<file path="config.mk">
export PLATFORM = sky130hd
export DESIGN_NAME = asteroid_field
export DESIGN_NICKNAME = d
export VERILOG_FILES = /design/src/rtl/asteroid_pkg.sv /design/src/rtl/asteroid_slot.sv /design/src/rtl/asteroid_field.sv
export SDC_FILE = /design/constraint.sdc
export NUM_CORES = 2
export LEC_CHECK = 0
export CAP_MARGIN = 20
export CORE_MARGIN = 1.5
export CORE_UTILIZATION = 70
export CTS_CLUSTER_DIAMETER = 30
export DETAILED_ROUTE_END_ITERATION = 8
export DONT_BUFFER_PORTS = 1
export PLACE_DENSITY = 0.82
export SYNTH_ARGS = -nofsm -noshare
export SYNTH_HDL_FRONTEND = slang
export SYNTH_SLANG_ARGS = --single-unit
</file>
<file path="constraint.sdc">
create_clock -name clk -period 9 [get_ports clk]
set_input_delay 2.25 -clock clk [delete_from_list [all_inputs] [get_ports clk]]
set_output_delay 2.25 -clock clk [all_outputs]
set_load 0.01 [all_outputs]
</file>
<file path="src/rtl/asteroid_pkg.sv">
// Shared types and constants for the asteroid field: slot state, slot record and the spawn LFSR.
package asteroid_pkg;

    localparam int unsigned SCREEN_CORDW = 16;
    localparam int unsigned EXPL_W       = 8;
    localparam int unsigned LFSR_W       = 16;

    localparam logic [LFSR_W-1:0] LFSR_TAPS = 16'hB400;
    localparam logic [LFSR_W-1:0] LFSR_SEED = 16'h12D8;

    typedef enum logic [1:0] {AST_IDLE, AST_FALLING, AST_EXPLODING} ast_state_t;

    typedef struct packed {
        ast_state_t                     st;
        logic signed [SCREEN_CORDW-1:0] x;
        logic signed [SCREEN_CORDW-1:0] y;
        logic [EXPL_W-1:0]              ecnt;
    } slot_t;

    // One step of the 16-bit Galois LFSR.
    function automatic logic [LFSR_W-1:0] lfsr_next(input logic [LFSR_W-1:0] v);
        return (v >> 1) ^ (v[0] ? LFSR_TAPS : LFSR_W'(0));
    endfunction

endpackage

</file>
<file path="src/rtl/asteroid_slot.sv">
// One asteroid slot: state, position and explosion timer, plus beam/shot containment flags.
module asteroid_slot
    import asteroid_pkg::*;
#(
    parameter int unsigned V_RES          = 480,
    parameter int unsigned AST_SIZE       = 40,
    parameter int unsigned EXPLODE_FRAMES = 8
) (
    input  logic                            clk,
    input  logic                            rst,
    input  logic                            frame,
    input  logic                            spawn,
    input  logic        [SCREEN_CORDW-1:0]  spawn_x,
    input  logic        [7:0]               speed,
    input  logic                            hit,
    input  logic signed [SCREEN_CORDW-1:0]  beam_x,
    input  logic signed [SCREEN_CORDW-1:0]  beam_y,
    input  logic signed [SCREEN_CORDW-1:0]  shot_x,
    input  logic signed [SCREEN_CORDW-1:0]  shot_y,
    output ast_state_t                      st,
    output logic                            beam_in_c,
    output logic                            shot_in_c,
    output logic                            escape_c
);

    localparam int unsigned CW = SCREEN_CORDW;
    localparam logic signed [CW-1:0] SIZE   = CW'(AST_SIZE);
    localparam logic signed [CW-1:0] BOTTOM = CW'(V_RES);
    localparam logic [EXPL_W-1:0]    EXPL_LAST = EXPL_W'(EXPLODE_FRAMES - 1);

    slot_t s;
    logic signed [CW-1:0] sx;
    logic signed [CW-1:0] sy;
    logic signed [CW-1:0] ny;

    // Half-open square box test against the slot's current position.
    function automatic logic in_box(input logic signed [CW-1:0] px, input logic signed [CW-1:0] py,
                                    input logic signed [CW-1:0] bx, input logic signed [CW-1:0] by);
        return (px >= bx) && (px < bx + SIZE) && (py >= by) && (py < by + SIZE);
    endfunction

    assign sx        = s.x;
    assign sy        = s.y;
    assign ny        = sy + $signed(CW'(speed));
    assign st        = s.st;
    assign beam_in_c = (s.st != AST_IDLE) && in_box(beam_x, beam_y, sx, sy);
    assign shot_in_c = (s.st == AST_FALLING) && in_box(shot_x, shot_y, sx, sy);
    // A hit in the same cycle takes precedence over leaving the screen.
    assign escape_c  = frame && (s.st == AST_FALLING) && !hit && (ny >= BOTTOM);

    always_ff @(posedge clk) begin
        if (rst) begin
            s <= '0;
        end else begin
            case (s.st)
                AST_IDLE: begin
                    if (spawn) begin
                        s.st <= AST_FALLING;
                        s.x  <= spawn_x;
                        s.y  <= -SIZE;
                    end
                end
                AST_FALLING: begin
                    if (hit) begin
                        s.st   <= AST_EXPLODING;
                        s.ecnt <= '0;
                    end else if (frame) begin
                        if (escape_c) s.st <= AST_IDLE;
                        else          s.y  <= ny;
                    end
                end
                AST_EXPLODING: begin
                    if (frame) begin
                        if (s.ecnt == EXPL_LAST) s.st   <= AST_IDLE;
                        else                     s.ecnt <= s.ecnt + EXPL_W'(1);
                    end
                end
                default: s.st <= AST_IDLE;
            endcase
        end
    end

endmodule

</file>
<file path="src/rtl/asteroid_field.sv">
// Asteroid pool: spawn timing/LFSR, hit/draw priority and registered outputs.
// Optional ASTEROID_FIELD_SPEED_RAMP_EN adds escape-count driven speed-up.
module asteroid_field
    import asteroid_pkg::*;
#(
    parameter int unsigned N_SLOTS        = 8,
    parameter int unsigned H_RES          = 640,
    parameter int unsigned V_RES          = 480,
    parameter int unsigned COLR_BITS      = 4,
    parameter int unsigned AST_SIZE       = 40,
    parameter int unsigned SPAWN_INTERVAL = 32,
    parameter int unsigned EXPLODE_FRAMES = 8,
    parameter logic [COLR_BITS-1:0] COLR_ROCK = COLR_BITS'(4'h7),
    parameter logic [COLR_BITS-1:0] COLR_BOOM = COLR_BITS'(4'hE),
    localparam int unsigned ID_W  = (N_SLOTS > 1) ? $clog2(N_SLOTS) : 1,
    localparam int unsigned CNT_W = $clog2(N_SLOTS + 1)
) (
    input  logic                            clk,
    input  logic                            rst,
    input  logic                            frame,
    input  logic                            run,
    input  logic        [7:0]               speed,
    input  logic                            shot_valid,
    input  logic signed [SCREEN_CORDW-1:0]  shot_x,
    input  logic signed [SCREEN_CORDW-1:0]  shot_y,
    input  logic signed [SCREEN_CORDW-1:0]  screen_x,
    input  logic signed [SCREEN_CORDW-1:0]  screen_y,
    output logic                            hit_valid,
    output logic        [ID_W-1:0]          hit_id,
    output logic                            escaped,
    output logic        [CNT_W-1:0]         active_cnt,
    output logic                            drawing,
    output logic        [COLR_BITS-1:0]     pixel
);

    localparam int unsigned SPC_W = (SPAWN_INTERVAL > 1) ? $clog2(SPAWN_INTERVAL) : 1;
    localparam logic [SPC_W-1:0]  SPC_LAST = SPC_W'(SPAWN_INTERVAL - 1);
    localparam logic [LFSR_W-1:0] X_RANGE  = LFSR_W'(H_RES - AST_SIZE);

    logic [SPC_W-1:0]        spawn_cnt;
    logic [LFSR_W-1:0]       lfsr;
    logic [7:0]              speed_eff;
    logic [SCREEN_CORDW-1:0] spawn_x;
    ast_state_t              st [N_SLOTS];
    logic [N_SLOTS-1:0]      beam_in, shot_in, esc, spawn_sel, hit_sel;
    logic                    any_idle, any_hit, any_beam, beam_boom, spawn_now;
    logic [ID_W-1:0]         hit_idx;
    logic [CNT_W-1:0]        busy_cnt;

    assign spawn_x   = SCREEN_CORDW'(lfsr % X_RANGE);
    assign spawn_now = frame && run && (spawn_cnt == SPC_LAST) && any_idle;

`ifdef ASTEROID_FIELD_SPEED_RAMP_EN
    logic [7:0] esc_total;
    logic [8:0] ramp_sum;

    always_ff @(posedge clk) begin
        if (rst)                             esc_total <= '0;
        else if (|esc && esc_total != 8'hFF) esc_total <= esc_total + 8'd1;
    end

    assign ramp_sum  = {1'b0, speed} + {3'b000, esc_total[7:2]};
    assign speed_eff = ramp_sum[8] ? 8'hFF : ramp_sum[7:0];
`else
    assign speed_eff = speed;
`endif

    for (genvar g = 0; g < N_SLOTS; g++) begin : g_slot
        asteroid_slot #(
            .V_RES          (V_RES),
            .AST_SIZE       (AST_SIZE),
            .EXPLODE_FRAMES (EXPLODE_FRAMES)
        ) u_slot (
            .clk       (clk),
            .rst       (rst),
            .frame     (frame),
            .spawn     (spawn_now && spawn_sel[g]),
            .spawn_x   (spawn_x),
            .speed     (speed_eff),
            .hit       (shot_valid && hit_sel[g]),
            .beam_x    (screen_x),
            .beam_y    (screen_y),
            .shot_x    (shot_x),
            .shot_y    (shot_y),
            .st        (st[g]),
            .beam_in_c (beam_in[g]),
            .shot_in_c (shot_in[g]),
            .escape_c  (esc[g])
        );
    end

    // Lowest-index priority for spawn target, shot target and drawn slot.
    always_comb begin
        spawn_sel = '0;
        hit_sel   = '0;
        hit_idx   = '0;
        any_idle  = 1'b0;
        any_hit   = 1'b0;
        any_beam  = 1'b0;
        beam_boom = 1'b0;
        busy_cnt  = '0;
        for (int i = 0; i < N_SLOTS; i++) begin
            if (st[i] == AST_IDLE && !any_idle) begin
                any_idle     = 1'b1;
                spawn_sel[i] = 1'b1;
            end
            if (shot_in[i] && !any_hit) begin
                any_hit    = 1'b1;
                hit_sel[i] = 1'b1;
                hit_idx    = ID_W'(i);
            end
            if (beam_in[i] && !any_beam) begin
                any_beam  = 1'b1;
                beam_boom = (st[i] == AST_EXPLODING);
            end
            if (st[i] != AST_IDLE) busy_cnt = busy_cnt + CNT_W'(1);
        end
    end

    always_ff @(posedge clk) begin
        if (rst) begin
            spawn_cnt  <= '0;
            lfsr       <= LFSR_SEED;
            hit_valid  <= 1'b0;
            hit_id     <= '0;
            escaped    <= 1'b0;
            active_cnt <= '0;
            drawing    <= 1'b0;
            pixel      <= '0;
        end else begin
            if (frame) begin
                lfsr <= lfsr_next(lfsr);
                // Counter saturates and holds while the pool is full or spawning is paused.
                if (spawn_now)                  spawn_cnt <= '0;
                else if (spawn_cnt != SPC_LAST) spawn_cnt <= spawn_cnt + SPC_W'(1);
            end
            hit_valid <= shot_valid && any_hit;
            if (shot_valid && any_hit) hit_id <= hit_idx;
            escaped    <= |esc;
            active_cnt <= busy_cnt;
            drawing    <= any_beam;
            pixel      <= !any_beam ? '0 : (beam_boom ? COLR_BOOM : COLR_ROCK);
        end
    end

endmodule

</file>
# After elaboration in Yosys (flattened, before gate mapping)
# Cells that the tools add are included.
# Widths: inputs -> output; s select.
# totals
input_bits	77
regBits	371
out_inout_bits	14
# op_classes
n_addsub	40
reduce_logical	226
n_eq_ne	106
order_cmp	72
n_mux	185
div	1
bitwise	2
# op_table
cell	count
$ge 16x16->1	32
$lt 16x16->1	32
$mux 16	25
$mux 34	8
$add 16x7->16 const B	16
$pmux 16 s2	8
$mux 8	24
$logic_and 1x1->1	129
$add 16x9->16	8
$ge 16x10->1 const B	8
$pmux 8 s2	8
$mux 2	40
$ne 2x2->1 const B	40
$reduce_and 5->1	16
$add 8x1->8 const B	8
$eq 8x3->1 const B	8
$reduce_bool 2->1	25
$mux 1	48
$ne 2x1->1 const B	24
$pmux 2 s3	8
$mux 4	8
$reduce_and 4->1	8
$logic_not 1->1	29
$add 4x1->4 const B	7
16 further kinds	65

# Longest topological paths before layout
# logic_depth
word_depth	36
mapped_depth	27
mapped_depth_nobuf	22

# By module
# A second synthesis with hierarchy kept.
# unflattened
cells_unflattened	6065
area_unflattened_um2	47688.2
# modules_own_cells
mod	cells_each	n_inst	seq_area_each_um2	area_per_inst_um2
asteroid_slot at g_slot[3].u_slot ...	678	4	840.8	5353.9
asteroid_slot at g_slot[0].u_slot ...	682	3	840.8	5415.2
asteroid_slot at g_slot[6].u_slot	673	1	840.8	5401.4
asteroid_field	634	1	680.7	4625.7

# Least setup slack after synthesis
# No wires, ideal clock.
# synth_timing
path_kind	input to register
from	input port shot_y[1]
to	register g_slot[6].u_slot.s[5] (netlist bit)
arrival_ns	6.685
path_stages	21
setup_slack_ns	2.244
cell_sequence	ha_1 > nor2b_1 > o21ai_0 > a21oi_1 > o21a_1 > o21a_1 > o21a_1 > o21a_1 > o21a_1 > o21a_1 > o21a_1 > o21ai_0 > a21oi_1 > a211o_1 > nand3_1 > a2bb2oi_1 > nand4_1 > nor4b_1 > nor2_1 > or4_1 > a21oi_1
# synth_between
elab_chain_cells	26
# synth_lines
element	line_no	text
start, declared	asteroid_field.sv:25	input logic signed [SCREEN_CORDW-1:0] shot_y,
$ge 16x16->1	asteroid_slot.sv:39	return (px >= bx) && (px < bx + SIZE) && (py >= by) && (py < by + SIZE);
$logic_and 1x1->1 (2 in a row)	asteroid_slot.sv:39	
$logic_and 1x1->1	asteroid_slot.sv:47	assign shot_in_c = (s.st == AST_FALLING) && in_box(shot_x, shot_y, sx, sy);
$mux 1	asteroid_field.sv:107	if (shot_in[i] && !any_hit) begin
$logic_not 1->1	asteroid_field.sv:107	
$logic_and 1x1->1	asteroid_field.sv:107	
$mux 1	asteroid_field.sv:107	
$logic_not 1->1	asteroid_field.sv:107	
[... 9 more ...]	-	
$logic_and 1x1->1	asteroid_field.sv:107	
$mux 1	asteroid_field.sv:107	
$logic_not 1->1	asteroid_field.sv:107	
$logic_and 1x1->1 *	asteroid_field.sv:107	
$mux 1 *	asteroid_field.sv:107	
$logic_and 1x1->1 *	asteroid_field.sv:80	.hit (shot_valid && hit_sel[g]),
$ne 2x1->1 (no line) *	-	
$reduce_and 4->1 (no line) *	-	
end, declared	asteroid_slot.sv:31	slot_t s;
# Mark *: on every way between the ends. The rest lies on a longest branch, timed or not.
# A chain may end at the register's enable or synchronous reset.

# Worst setup path in the final report
# layout_timing
from	register lfsr[15]
to	register g_slot[1].u_slot.s, in the netlist g_slot[1].u_slot.sx[8]
# layout_between
elab_chain_cells	1
# layout_lines
element	line_no	text
start, declared	asteroid_field.sv:41	logic [LFSR_W-1:0] lfsr;
start signal, assigned	asteroid_field.sv:132	lfsr <= lfsr_next(lfsr);
$mod 16x10->16	asteroid_field.sv:50	assign spawn_x = SCREEN_CORDW'(lfsr % X_RANGE);
end, declared	asteroid_slot.sv:31	
# No other way between the ends.

==> metrics <==
Clock transition at path regs 0.04 ns; worst setup margin 1.69 ns; ys async rst share 0; Hold Violations, Final 0; CP Cell Sequence o311ai_1 -> a22oi_4 -> o31ai_2 -> a31oi_1 -> mux2i_1 -> and2_1 -> a211o_1 -> a211o_1 -> a21oi_1 -> a211oi_1 -> a211oi_1 -> o32ai_1 -> o221ai_2 -> nand4b_1 -> nand2_1 -> or2_0 -> and3_1 -> or3_1 -> xnor2_2 -> a211oi_1; internal power 4.94 mW; Reg area 0.00741 mm2; hpwl dp 95.0 mm; crit path capture type flop; sequential area share after synthesis 0.168; CTS Buf Count 106; largest net degree at the start of global routing 280; Final TNS setup 0 ns; PortBufs 0; CTS resizes 0; logic gate share of total power 0.170; Die X 254 um; DRT antenna net count 0; area leader, netlist ha_1; largest cells by area after synthesis ha_1 29%, dfxtp_1 17%, xnor2_1 5.3%; final WL 128 mm; # IOs 91; row cnt 91; global-route wire length before repair 203 mm; TritonCTS clock tree yes; flops & latches, synth 370; Synth Instances 5,561; CP Launch Type flop; detailed-router iteration count before antenna repair 7; htree depth 3; Ys Warns 0; Die ar. 0.0646 mm2; Syn Area/Cell 7.94 um2; DR vias 42,021; Critical Path RT 9.52 ns; Hold-fix buffers, CTS 0; CTS max path bufs 3; Worst-Margin Slew 1.13 ns; vias in the first global route 41,070; LEAKAGE 19.9 nW; CP arrival 7.83 ns; Post-Syn Area 0.0441 mm2; count of final setup violators 0; # nets final 6,617; post-DR wirelength/cell 19.8 um; Max Slew Vio Count 0; crit-path max FO 22; Congestion Overflow GR 0; status complete, no violations; gr usage total 0.387; Starting Density 0.711; Maximum Capacitance Violations 0; sw power 1.94 mW; Multi-input gate area 0.0346 mm2; share of post-route cells with drive strength above 1 0.0495; postcts setup bufs 0; DRT iter0 DRCs 3,528; worst slack, placed 1.32 ns; routability cong. 0.961; Final Cycle Share 0.812; Max Clk Rate 137 MHz; CP dominant cell by count a211oi_1; initial antenna violation count 1; area delta synth->final 9.93%; unrepaired setup endpoints after global routing no; post-synth top area share 0.291; clock sinks 370; Worst VDD drop 0.160 mV; filler instances 4,381; slowest stage cell, crit path a211oi_1; Core ar. 0.0621 mm2; Netlist cell types 93; post-route insts no fill 6,436; final period demand of the worst path 7.31 ns; syn nets 6,672; Crit Path Category reg2reg; Worst slew margin 0.241; # DRC 0; placed instance count 6,233; die height 254 um; worst hold-check path type reg2reg; ys flop type dfxtp_1; Clock Skews 0.0292 ns; Sw Share 0.282; slowest stage delay, CP 0.81 ns; CTS Root Cell clkbuf_16; Clk Latency, worst-skew pair 0.68 ns; Sequential Power Share 0.243; Clock power frac 0.587; Vias per Instance 6.53; EDFF count, synth 0; PwrDens 142 mW/mm2
## power groups by stage
| stage | Sequential, mW | Clock (mW) | Combinational [mW] |
|---|---|---|---|
| floorplan | 1.68 | 0 | 0.853 |
| global placement | 1.70 | 0 | 1.10 |
| detailed placement | 1.70 | 0 | 1.13 |
| CTS | 1.67 | 4.05 | 1.15 |
| global route | 1.67 | 4.15 | 1.30 |
| finish | 1.67 | 4.04 | 1.17 |
## placed cells by master, fill, tap and decap left out, types with 20 or more instances in the layout
master	Yosys	routed
clkinv_2	0	24
or4_1	20	20
nor3_1	183	182
a211oi_1	71	71
a31oi_1	42	42
xnor2_1	265	265
or3_1	44	44
nand2_1	287	287
buf_4	1	25
or2_2	24	24
o211ai_1	27	27
nor2_1	405	403
nand4_1	147	147
mux2i_1	47	47
xor2_1	91	91
a21oi_1	442	442
nand3_1	163	163
nor4_1	35	34
o21bai_1	25	25
nor2b_1	163	163
o21a_1	223	223
a21o_1	145	145
dfxtp_1	370	370
inv_1	367	367
clkbuf_16	0	107
ha_1	1026	1026
and2_1	22	22
nand2b_1	114	114
o21ai_0	349	349
and3_1	53	53
## logic make-up (layout without fill, tap and decap cells)
logic type,Yosys count,count (layout),share of synthesized area
AOI/OAI and AO/OA,1482,1482,0.210
and+or+nand+nor,1702,1702,0.195
muxes,54,54,0.0124
xor gates and xnor gates,360,360,0.0721
DFF,370,370,0.168
buffers and inverters,558,595,0.0483
adders and majority gates,1035,1035,0.295
other,0,1,0
## sequential cells by signal, indices dropped and copies added (netlist names)
| register | flops |
|---|---|
| g_slot.u_slot.st | 16 |
| g_slot.u_slot.s | 64 |
| lfsr | 16 |
| active_cnt | 4 |
| g_slot.u_slot.sy | 128 |
| hit_id | 3 |
| hit_valid | 1 |
| drawing | 1 |
| spawn_cnt | 5 |
| escaped | 1 |
| g_slot.u_slot.sx | 128 |
| pixel | 3 |
## Yosys cell counts, types with 10 or more instances
library cell	n
ha_1	1026
a21oi_1	442
nor2_1	405
dfxtp_1	370
inv_1	367
o21ai_0	349
nand2_1	287
xnor2_1	265
o21a_1	223
nor3_1	183
clkbuf_1	168
nand3_1	163
nor2b_1	163
nand4_1	147
a21o_1	145
nand2b_1	114
xor2_1	91
a211oi_1	71
and3_1	53
mux2i_1	47
or3_1	44
a31oi_1	42
nor4_1	35
o211ai_1	27
o21bai_1	25
or2_2	24
and2_1	22
or4_1	20
o22ai_1	13
a211o_1	11
a21boi_0	11
buf_2	10
o31ai_1	10
## per-layer routing
layer  track usage  share of wire
met5             0              0
met1         0.475           0.41
met4         0.197          0.046
met3        0.0774          0.086
met2         0.642           0.46
## final timing paths
check                           end  depth (start not counted)                   start  slack (ns)
max reg2reg  g_slot[1].u_slot.sx[8]                         20                lfsr[15]        1.69
min          g_slot[7].u_slot.sx[2]                          2  g_slot[7].u_slot.sx[2]        0.45
max          g_slot[1].u_slot.sx[8]                         20                lfsr[15]        1.69
min reg2reg  g_slot[7].u_slot.sx[2]                          2  g_slot[7].u_slot.sx[2]        0.45
## through the flow
| stage | instance area, um2 | utilization | hold slack, ns | power, mW |
|---|---|---|---|---|
| final | 48500 | 0.782 | 0.450 | 6.88 |
| after global routing | 48500 | 0.782 | 0.469 | 7.11 |
| after CTS | 48500 | 0.782 | 0.447 | 6.86 |
| after detailed placement | 44600 | 0.719 | 0.441 | 2.83 |
| after global placement | 44600 | 0.719 | 0.437 | 2.79 |
| after floorplan | 44100 | - | 0.436 | 2.54 |
## layout make-up
class                      instances  share of cell area
multi-input combinational       4633               0.714
sequential                       370               0.153
clock buffer                     138              0.0613
inverter                         369              0.0285
tap                              837              0.0216
clock inverter                    62              0.0182
timing repair buffer              26             0.00418
antenna                            1           0.0000516
## worst max-delay path, delay by kind of cell, from the launching register on
family / cells / cell delay (ns)
mux: 1 / 0.52
flops: 1 / 0.76
simple gates: 6 / 1.62
xor+xnor: 1 / 0.64
compound gates: 12 / 3.60
Note: power is estimated with default switching activity, not from simulation.
